**config.mk**
```make
export PLATFORM = sky130hd
export DESIGN_NAME = cpu_seq_ctrl
export DESIGN_NICKNAME = d
export VERILOG_FILES = /design/src/rtl/cpu_seq_ctrl.sv
export SDC_FILE = /design/constraint.sdc
export NUM_CORES = 1
export LEC_CHECK = 0
export CORE_MARGIN = 4
export CORE_UTILIZATION = 40
export DETAILED_ROUTE_END_ITERATION = 6
export PLACE_DENSITY_LB_ADDON = 0.25
export SYNTH_ARGS = -nofsm -noshare
export SYNTH_HDL_FRONTEND = slang
export SYNTH_SLANG_ARGS = --single-unit
```
**constraint.sdc**
```tcl
create_clock -name clk -period 3.5 [get_ports clk]
set_input_delay 0.7 -clock clk [delete_from_list [all_inputs] [get_ports clk]]
set_output_delay 0.7 -clock clk [all_outputs]
set_load 0.02 [all_outputs]
```
**src/rtl/cpu_seq_ctrl.sv**
```systemverilog
// Multi-cycle instruction sequencer: fetch, decode, execute, memory, writeback.
// Drives imem/dmem handshakes and datapath strobes, counts retired instructions.
module cpu_seq_ctrl #(
    parameter int PC_W = 16,
    parameter int IW   = 32
) (
    input  logic            clk,
    input  logic            sys_rst_n,
    input  logic            start,
    output logic            imem_req,
    output logic [PC_W-1:0] imem_addr,
    input  logic            imem_ack,
    input  logic [IW-1:0]   imem_rdata,
    output logic [IW-1:0]   ir,
    output logic [PC_W-1:0] pc,
    input  logic            zero_flag,
    output logic            alu_en,
    output logic            dmem_req,
    output logic            dmem_we,
    input  logic            dmem_ack,
    output logic            gpr_we,
    output logic            retire,
    output logic            illegal_op,
    output logic            halted,
    output logic [15:0]     instr_count
);

    typedef enum logic [2:0] {
        S_IDLE,
        S_FETCH,
        S_DECODE,
        S_EXEC,
        S_MEM,
        S_WB,
        S_HALT
    } state_t;

    state_t          state;
    state_t          state_nx;
    logic [PC_W-1:0] pc_nx;
    logic [IW-1:0]   ir_nx;

    logic [4:0]      opcode;
    logic [PC_W-1:0] target;
    logic            is_alu;
    logic            is_mem;
    logic            is_store;
    logic            is_jmp;
    logic            is_jz;
    logic            is_halt;

    assign opcode   = ir[IW-1 -: 5];
    assign target   = ir[PC_W-1:0];
    assign is_alu   = ~opcode[4];
    assign is_store = (opcode == 5'h11);
    assign is_mem   = (opcode == 5'h10) | is_store;
    assign is_jmp   = (opcode == 5'h12);
    assign is_jz    = (opcode == 5'h13);
    assign is_halt  = (opcode == 5'h1F);

    assign imem_addr = pc;

    always_ff @(posedge clk or negedge sys_rst_n) begin
        if (!sys_rst_n) begin
            state       <= S_IDLE;
            pc          <= '0;
            ir          <= '0;
            instr_count <= '0;
        end else begin
            state <= state_nx;
            pc    <= pc_nx;
            ir    <= ir_nx;
            if (retire)
                instr_count <= instr_count + 16'd1;
        end
    end

    always_comb begin
        state_nx   = state;
        pc_nx      = pc;
        ir_nx      = ir;
        imem_req   = 1'b0;
        alu_en     = 1'b0;
        dmem_req   = 1'b0;
        dmem_we    = 1'b0;
        gpr_we     = 1'b0;
        retire     = 1'b0;
        illegal_op = 1'b0;
        halted     = 1'b0;
        unique case (state)
            S_IDLE: begin
                if (start) begin
                    pc_nx    = '0;
                    state_nx = S_FETCH;
                end
            end
            S_FETCH: begin
                imem_req = 1'b1;
                if (imem_ack) begin
                    ir_nx    = imem_rdata;
                    pc_nx    = pc + PC_W'(1);
                    state_nx = S_DECODE;
                end
            end
            S_DECODE: begin
                unique case (1'b1)
                    is_alu: state_nx = S_EXEC;
                    is_mem: state_nx = S_MEM;
                    is_jmp: begin
                        pc_nx    = target;
                        retire   = 1'b1;
                        state_nx = S_FETCH;
                    end
                    is_jz: begin
                        if (zero_flag)
                            pc_nx = target;
                        retire   = 1'b1;
                        state_nx = S_FETCH;
                    end
                    is_halt: begin
                        retire   = 1'b1;
                        state_nx = S_HALT;
                    end
                    default: begin
                        // undefined opcodes retire as a NOP
                        illegal_op = 1'b1;
                        retire     = 1'b1;
                        state_nx   = S_FETCH;
                    end
                endcase
            end
            S_EXEC: begin
                alu_en   = 1'b1;
                state_nx = S_WB;
            end
            S_MEM: begin
                dmem_req = 1'b1;
                dmem_we  = is_store;
                if (dmem_ack) begin
                    retire   = is_store;
                    state_nx = is_store ? S_FETCH : S_WB;
                end
            end
            S_WB: begin
                gpr_we   = 1'b1;
                retire   = 1'b1;
                state_nx = S_FETCH;
            end
            S_HALT: begin
                halted = 1'b1;
                if (start) begin
                    pc_nx    = '0;
                    state_nx = S_FETCH;
                end
            end
            default: state_nx = S_IDLE;
        endcase
    end

endmodule

```
## Word-level counts from Yosys, hierarchy flattened

Index checks and enable logic that the tools add are counted.

- Flip-flop bits (word level): 67
- Bits in latches: 0
- Bits in writable memories: 0
- Bits in read-only memories: 0
- Bits of input ports: 38
- Output and inout bits: 88
- Logic and storage cells: 54
- Memories: 0

- Add/sub/neg operators: 2
- $mul: 0
- Div/mod/pow operators: 0
- $lt $le $gt $ge: 0
- Equal/unequal tests: 16
- Shifts and indexed selects: 0
- Muxes and demuxes: 22
- Bitwise operators: 2
- Reduce and logical (&&, ||, !) cells: 8

Operators with widths:

| kind | count |
|---|---|
| 2-to-1 mux 16 bit | 3 |
| one-hot mux 16 bit (3 select lines) | 1 |
| adder 16 x 1 -> 16 bit, second input constant | 2 |
| one-hot mux 16 bit (2 select lines) | 1 |
| == test 5 bit, second input constant | 5 |
| one-hot mux 3 bit (6 select lines) | 1 |
| 2-to-1 mux 3 bit | 4 |
| 2-to-1 mux 1 bit | 10 |
| == test 3 bit, second input constant | 3 |
| one-hot mux 3 bit (3 select lines) | 1 |
| == test 3 x 2 -> 1 bit, second input constant | 2 |
| != test 3 bit, second input constant | 2 |
| AND reduction 5 bit | 1 |
| OR reduction 5 bit | 1 |
| != test 2 bit, second input constant | 2 |
| OR reduction 2 bit | 2 |
| == test 3 x 1 -> 1 bit, second input constant | 1 |
| logical NOT 3 bit | 1 |
| one-hot mux 1 bit (3 select lines) | 1 |
| AND reduction 3 bit | 1 |
| nonzero test 3 bit | 1 |
| != test 2 x 1 -> 1 bit, second input constant | 1 |
| AND reduction 2 bit | 1 |
| inverter 1 bit | 1 |
| bitwise OR 1 bit | 1 |

## Logic depth before layout (Yosys ltp)

Gate-level depths: netlist of run 1.

- Depth after elaboration: 5
- Mapped depth: 8
- Depth with buffers taken out: 5

## Worst setup path before layout of run 1

No wires, ideal clock.

- Path type: register to output
- Start point: reg state[2]
- End point: out illegal_op
- Arrival: 1.829 ns
- Data required time: 2.800 ns
- Slack: 0.971 ns
- Cell stages (with the launch flop): 5
- Path buffers: 2
- Path through: dfrtp_1 > buf_4 > nor3b_2 > buf_2 > nor4b_1

- Cells in the longest elaborated chain, start to end: 2

RTL lines:

| item | line | source |
|---|---|---|
| start, declared | 38 | `state_t state;` |
| start signal, assigned | 70 | `state <= state_nx;` |
| == test 3 x 2 -> 1 bit | 90 | `unique case (state)` |
| 2-to-1 mux 1 bit | 90 |  |
| end, declared | 23 | `output logic illegal_op,` |

Every way passes these cells.

## Worst setup path after layout of run 1

- Start point: reg ir[28]
- End point: out retire

- Cells in the longest elaborated chain, start to end: 5
- Elaborated cells between the ends (all ways): 7
- Those cells by class: 2 x eq/ne; 3 x mux; 1 x bitwise; 1 x reduce/logical

RTL lines:

| item | line | source |
|---|---|---|
| start, declared | 14 | `output logic [IW-1:0] ir,` |
| start signal, assigned | 72 | `ir <= ir_nx;` |
| == test 5 bit, on equally long branches | 56, 55 |  |
| bitwise OR 1 bit | 56 | `assign is_mem = (opcode == 5'h10) \| is_store;` |
| OR reduction 2 bit (no source line) | - |  |
| 2-to-1 mux 1 bit | 106 | `unique case (1'b1)` |
| one-hot mux 1 bit (3 select lines) (*) | 90 |  |
| end, declared | 22 | `output logic retire,` |

Every way passes the cells marked *; elsewhere a longest branch is shown, timed or not.

==> results.sh, run 1 <==
export IMPL_status="finished, final reports clean"
export IMPL_grt_pass1_vias=3248
export IMPL_grt_pass1_wl_mm=16.31
export IMPL_nets=543
export IMPL_firstDrtPassIters=5
export IMPL_place_gp_congestion=0.8478
export IMPL_power_frac_seq_pct=31.0
export IMPL_first_iter_violations=166
export IMPL_port_buffers=125
export IMPL_synth_area_um2=3633
export IMPL_nFillCells=800
export IMPL_critPathLaunchType="flip-flop"
export IMPL_end_kind="output port"
export IMPL_switching_share_pct=42.57
export IMPL_routed_wl_mm=10.29
export IMPL_peakVddDrop_uv=526.9
export IMPL_die_area_um2=10670
export IMPL_p_comb_share_pct=51.0
export IMPL_net_switching_power_mw=1.868
export IMPL_cellPowerDensity_nw_per_um2=863.8
export IMPL_fin_hold_ws_ns=0.4413
export IMPL_fmax_mhz=314.2
export IMPL_antennaDiodeCount=0
export IMPL_io_pins=126
export IMPL_area_growth_pct=39.84
export IMPL_ys_warn_count=0
export IMPL_core_area_um2=8763
export IMPL_synth_avg_cell_area_um2=9.106
export IMPL_arrival_ns=2.48
export IMPL_antenna_found_initial=0
export IMPL_worstSkewPairLatency_ns=0.35
export IMPL_hold_class="input port to asynchronous set/reset pin"
export IMPL_layout_drive_gt1_share_pct=8.071
export IMPL_dr_total_vias=3432
export IMPL_start_util_pct=41.46
export IMPL_post_route_util_pct=57.98
export IMPL_drv_slew=0
export IMPL_place_hpwl_mm=7.252
export IMPL_post_drt_wl_per_cell_um=16.70
export IMPL_synth_nets=439
export IMPL_layout_min_cycle_time_ns=3.182
export IMPL_ys_types=52
export IMPL_finalHoldViolCount=0
export IMPL_synth_seq_cells=67
export IMPL_numCtsBuffers=9
export IMPL_cts_buffer_depth=2
export IMPL_intPower_mw=2.521
export IMPL_setup_tns_ns=0
export IMPL_clk_pin_slew_ns=0.08
export IMPL_synth_edff_count=0
export IMPL_p_leak_nw=2.108
export IMPL_path_class="flip-flop to output port"
export IMPL_seq_area_frac_synth_pct=46.14
export IMPL_finClkSkew_ns=0.009138
export IMPL_detail_route_antenna_nets=0
export IMPL_clock_root_buffer="clkbuf_8"
export IMPL_synth_async_reset_ratio_pct=100.0
export IMPL_grt_max_degree=42
export IMPL_slew_headroom_pct=45.63
export IMPL_cts_tree="yes"
export IMPL_post_cts_setup_buffers=0
export IMPL_cap_violations=0
export IMPL_tightest_slew_ns=0.8156
export IMPL_remaining_drc_errors=0
export IMPL_period_share_pct=90.93
export IMPL_rsz0062_at_grt="no"
export IMPL_vias_per_cell=5.571
export IMPL_path_max_fanout=15
export IMPL_grt_ovfl_total=0
export IMPL_finalSetupViolCount=0
export IMPL_cts_htree_levels=3
export IMPL_grtUsageTotal_pct=19.72
export IMPL_die_y_um=103.3
export IMPL_worstPathRequired_ns=2.80
export IMPL_clkSinkCount=67
export IMPL_synthFlopType="dfrtp_1"
export IMPL_synth_cells=399
export IMPL_chipWidth_um=103.3
export IMPL_rows=34
export IMPL_pwr_share_clk_pct=18.0
[worst paths after layout]
path                                      start               to  slack [ns]  cells after the start
worst max register to register         state[2]     imem_addr[0]        1.41                      5
min in group clk                instr_count[15]  instr_count[15]        0.47                      1
worst min-delay path                  sys_rst_n  instr_count[12]        0.44                      1
worst max-delay path                     ir[28]           retire        0.32                      5
max in group asynchronous             sys_rst_n     imem_addr[6]        2.40                      2
worst min register to register  instr_count[15]  instr_count[15]        0.47                      1
[registers in the layout (all words and copies together), names as in the netlist]
register,flops
state,3
ir,32
instr_count,16
imem_addr,16
[per-layer routing]
metal  global-route usage, %  wire length [µm]  share of wire (%)
met3                   3.353               605                5.9
met4                   6.773               150                1.5
met1                   27.01              4463                 43
met2                   31.72              5068                 49
met5                       0                 0                  0
[Yosys cell counts, types with 2 or more instances]
| cell | count | share of area, % |
|---|---|---|
| o31a_1 | 3 | 0.72 |
| dfrtp_1 | 67 | 46 |
| clkbuf_1 | 7 | 0.72 |
| nand4_1 | 7 | 1.2 |
| nand2_1 | 106 | 11 |
| inv_1 | 18 | 1.9 |
| and4_1 | 2 | 0.48 |
| xnor2_1 | 15 | 3.6 |
| a21o_1 | 2 | 0.41 |
| nand3_1 | 7 | 0.96 |
| a221oi_1 | 7 | 1.7 |
| and2_1 | 4 | 0.69 |
| ha_1 | 2 | 0.69 |
| o21ai_0 | 12 | 1.7 |
| o21bai_1 | 2 | 0.41 |
| and3_1 | 5 | 0.86 |
| nor4_1 | 7 | 1.2 |
| o221a_2 | 4 | 1.2 |
| nor3_1 | 4 | 0.55 |
| buf_2 | 5 | 0.69 |
| buf_4 | 24 | 5.0 |
| clkbuf_2 | 2 | 0.28 |
| a22oi_1 | 2 | 0.41 |
| or3_1 | 2 | 0.34 |
| mux2_2 | 3 | 0.93 |
| a31oi_1 | 2 | 0.34 |
| o22ai_1 | 9 | 1.5 |
| nor2b_1 | 2 | 0.34 |
| o221ai_1 | 4 | 0.96 |
| o2111ai_1 | 5 | 1.2 |
| nor3b_2 | 3 | 1.0 |
| nand2b_1 | 2 | 0.34 |
| o2bb2ai_1 | 4 | 0.96 |
| o211ai_1 | 7 | 1.4 |
| nor2_1 | 16 | 1.7 |
| a32oi_1 | 10 | 2.4 |
[area by class of cell]
class	count	area (µm²)	area share, %
sequential	67	1677	33.00
tap	108	135.1	2.659
clock buffer	13	178.9	3.521
inverter	18	67.56	1.330
timing repair buffer	133	1319	25.95
clock inverter	3	67.56	1.330
multi-input combinational	274	1637	32.21
[cell usage in the layout, fill, tap and decap left out, types with 2 or more instances in the layout]
cell type,Yosys,final
clkdlybuf4s50_1,0,124
nand2_1,106,106
dfrtp_1,67,67
inv_1,18,18
nor2_1,16,16
xnor2_1,15,15
clkbuf_8,0,13
o21ai_0,12,12
a32oi_1,10,10
o22ai_1,9,9
o211ai_1,7,7
a221oi_1,7,7
nand3_1,7,7
nand4_1,7,7
nor4_1,7,7
buf_4,24,7
and3_1,5,5
o2111ai_1,5,5
and2_1,4,4
nor3_1,4,4
o221ai_1,4,4
o2bb2ai_1,4,4
o221a_2,4,4
nor3b_2,3,3
mux2_2,3,3
o31a_1,3,3
and4_1,2,2
nor2b_1,2,2
nand2b_1,2,2
a21o_1,2,2
a31oi_1,2,2
a22oi_1,2,2
or3_1,2,2
ha_1,2,2
bufinv_16,0,2
[cells by family (layout without fill, tap and decap cells)]
family | Yosys count | in the layout | synth area share, %
buffers and inverters | 58 | 167 | 8.918
multiplexers | 3 | 3 | 0.9297
AND/OR/NAND/NOR | 173 | 173 | 22.25
flip-flops | 67 | 67 | 46.14
adder cells (fa/ha/maj) | 2 | 2 | 0.6886
XOR/XNOR | 15 | 15 | 3.616
AO/OA/AOI/OAI | 81 | 81 | 17.46
[worst max-delay path, stage by stage (launching register included)]
cell	delay, ns
dfrtp_1	0.45
nor4b_2	0.51
o21bai_2	0.29
nor2_1	0.28
inv_1	0.07
clkdlybuf4s50_1	0.54
[power by group through the flow]
stage          clock network [mW]  logic, mW  registers [mW]
2_1_floorplan                   0       1.09            1.62
3_3_place_gp                    0       2.22            1.36
3_5_place_dp                    0       2.24            1.37
4_1_cts                     0.803       2.26            1.36
5_1_grt                     0.839       2.42            1.42
6_report                    0.789       2.24            1.36
[timing repair]
action                     4_1_cts  5_1_grt
resized for setup                0        1
hold buffers                     0        0
setup endpoints to repair        0        1
[per-stage QoR]
stage	cells	total power [mW]	cell area [µm²]	setup WS, ns
floorplan	399	2.702	3633	0.9706
global placement	600	3.581	4831	0.5985
detailed placement	600	3.617	4831	0.5393
CTS	616	4.422	5077	0.1530
global route	616	4.675	5081	0.1122
finish	616	4.389	5081	0.3176
No activity file was read; power rests on OpenSTA's default activity.
==> inputs of run 2 (changes only) <==
- SLEW_MARGIN: default -> 15
==> results of run 2 <==
Final layout, timing and power as in run 1 (identical DEF).
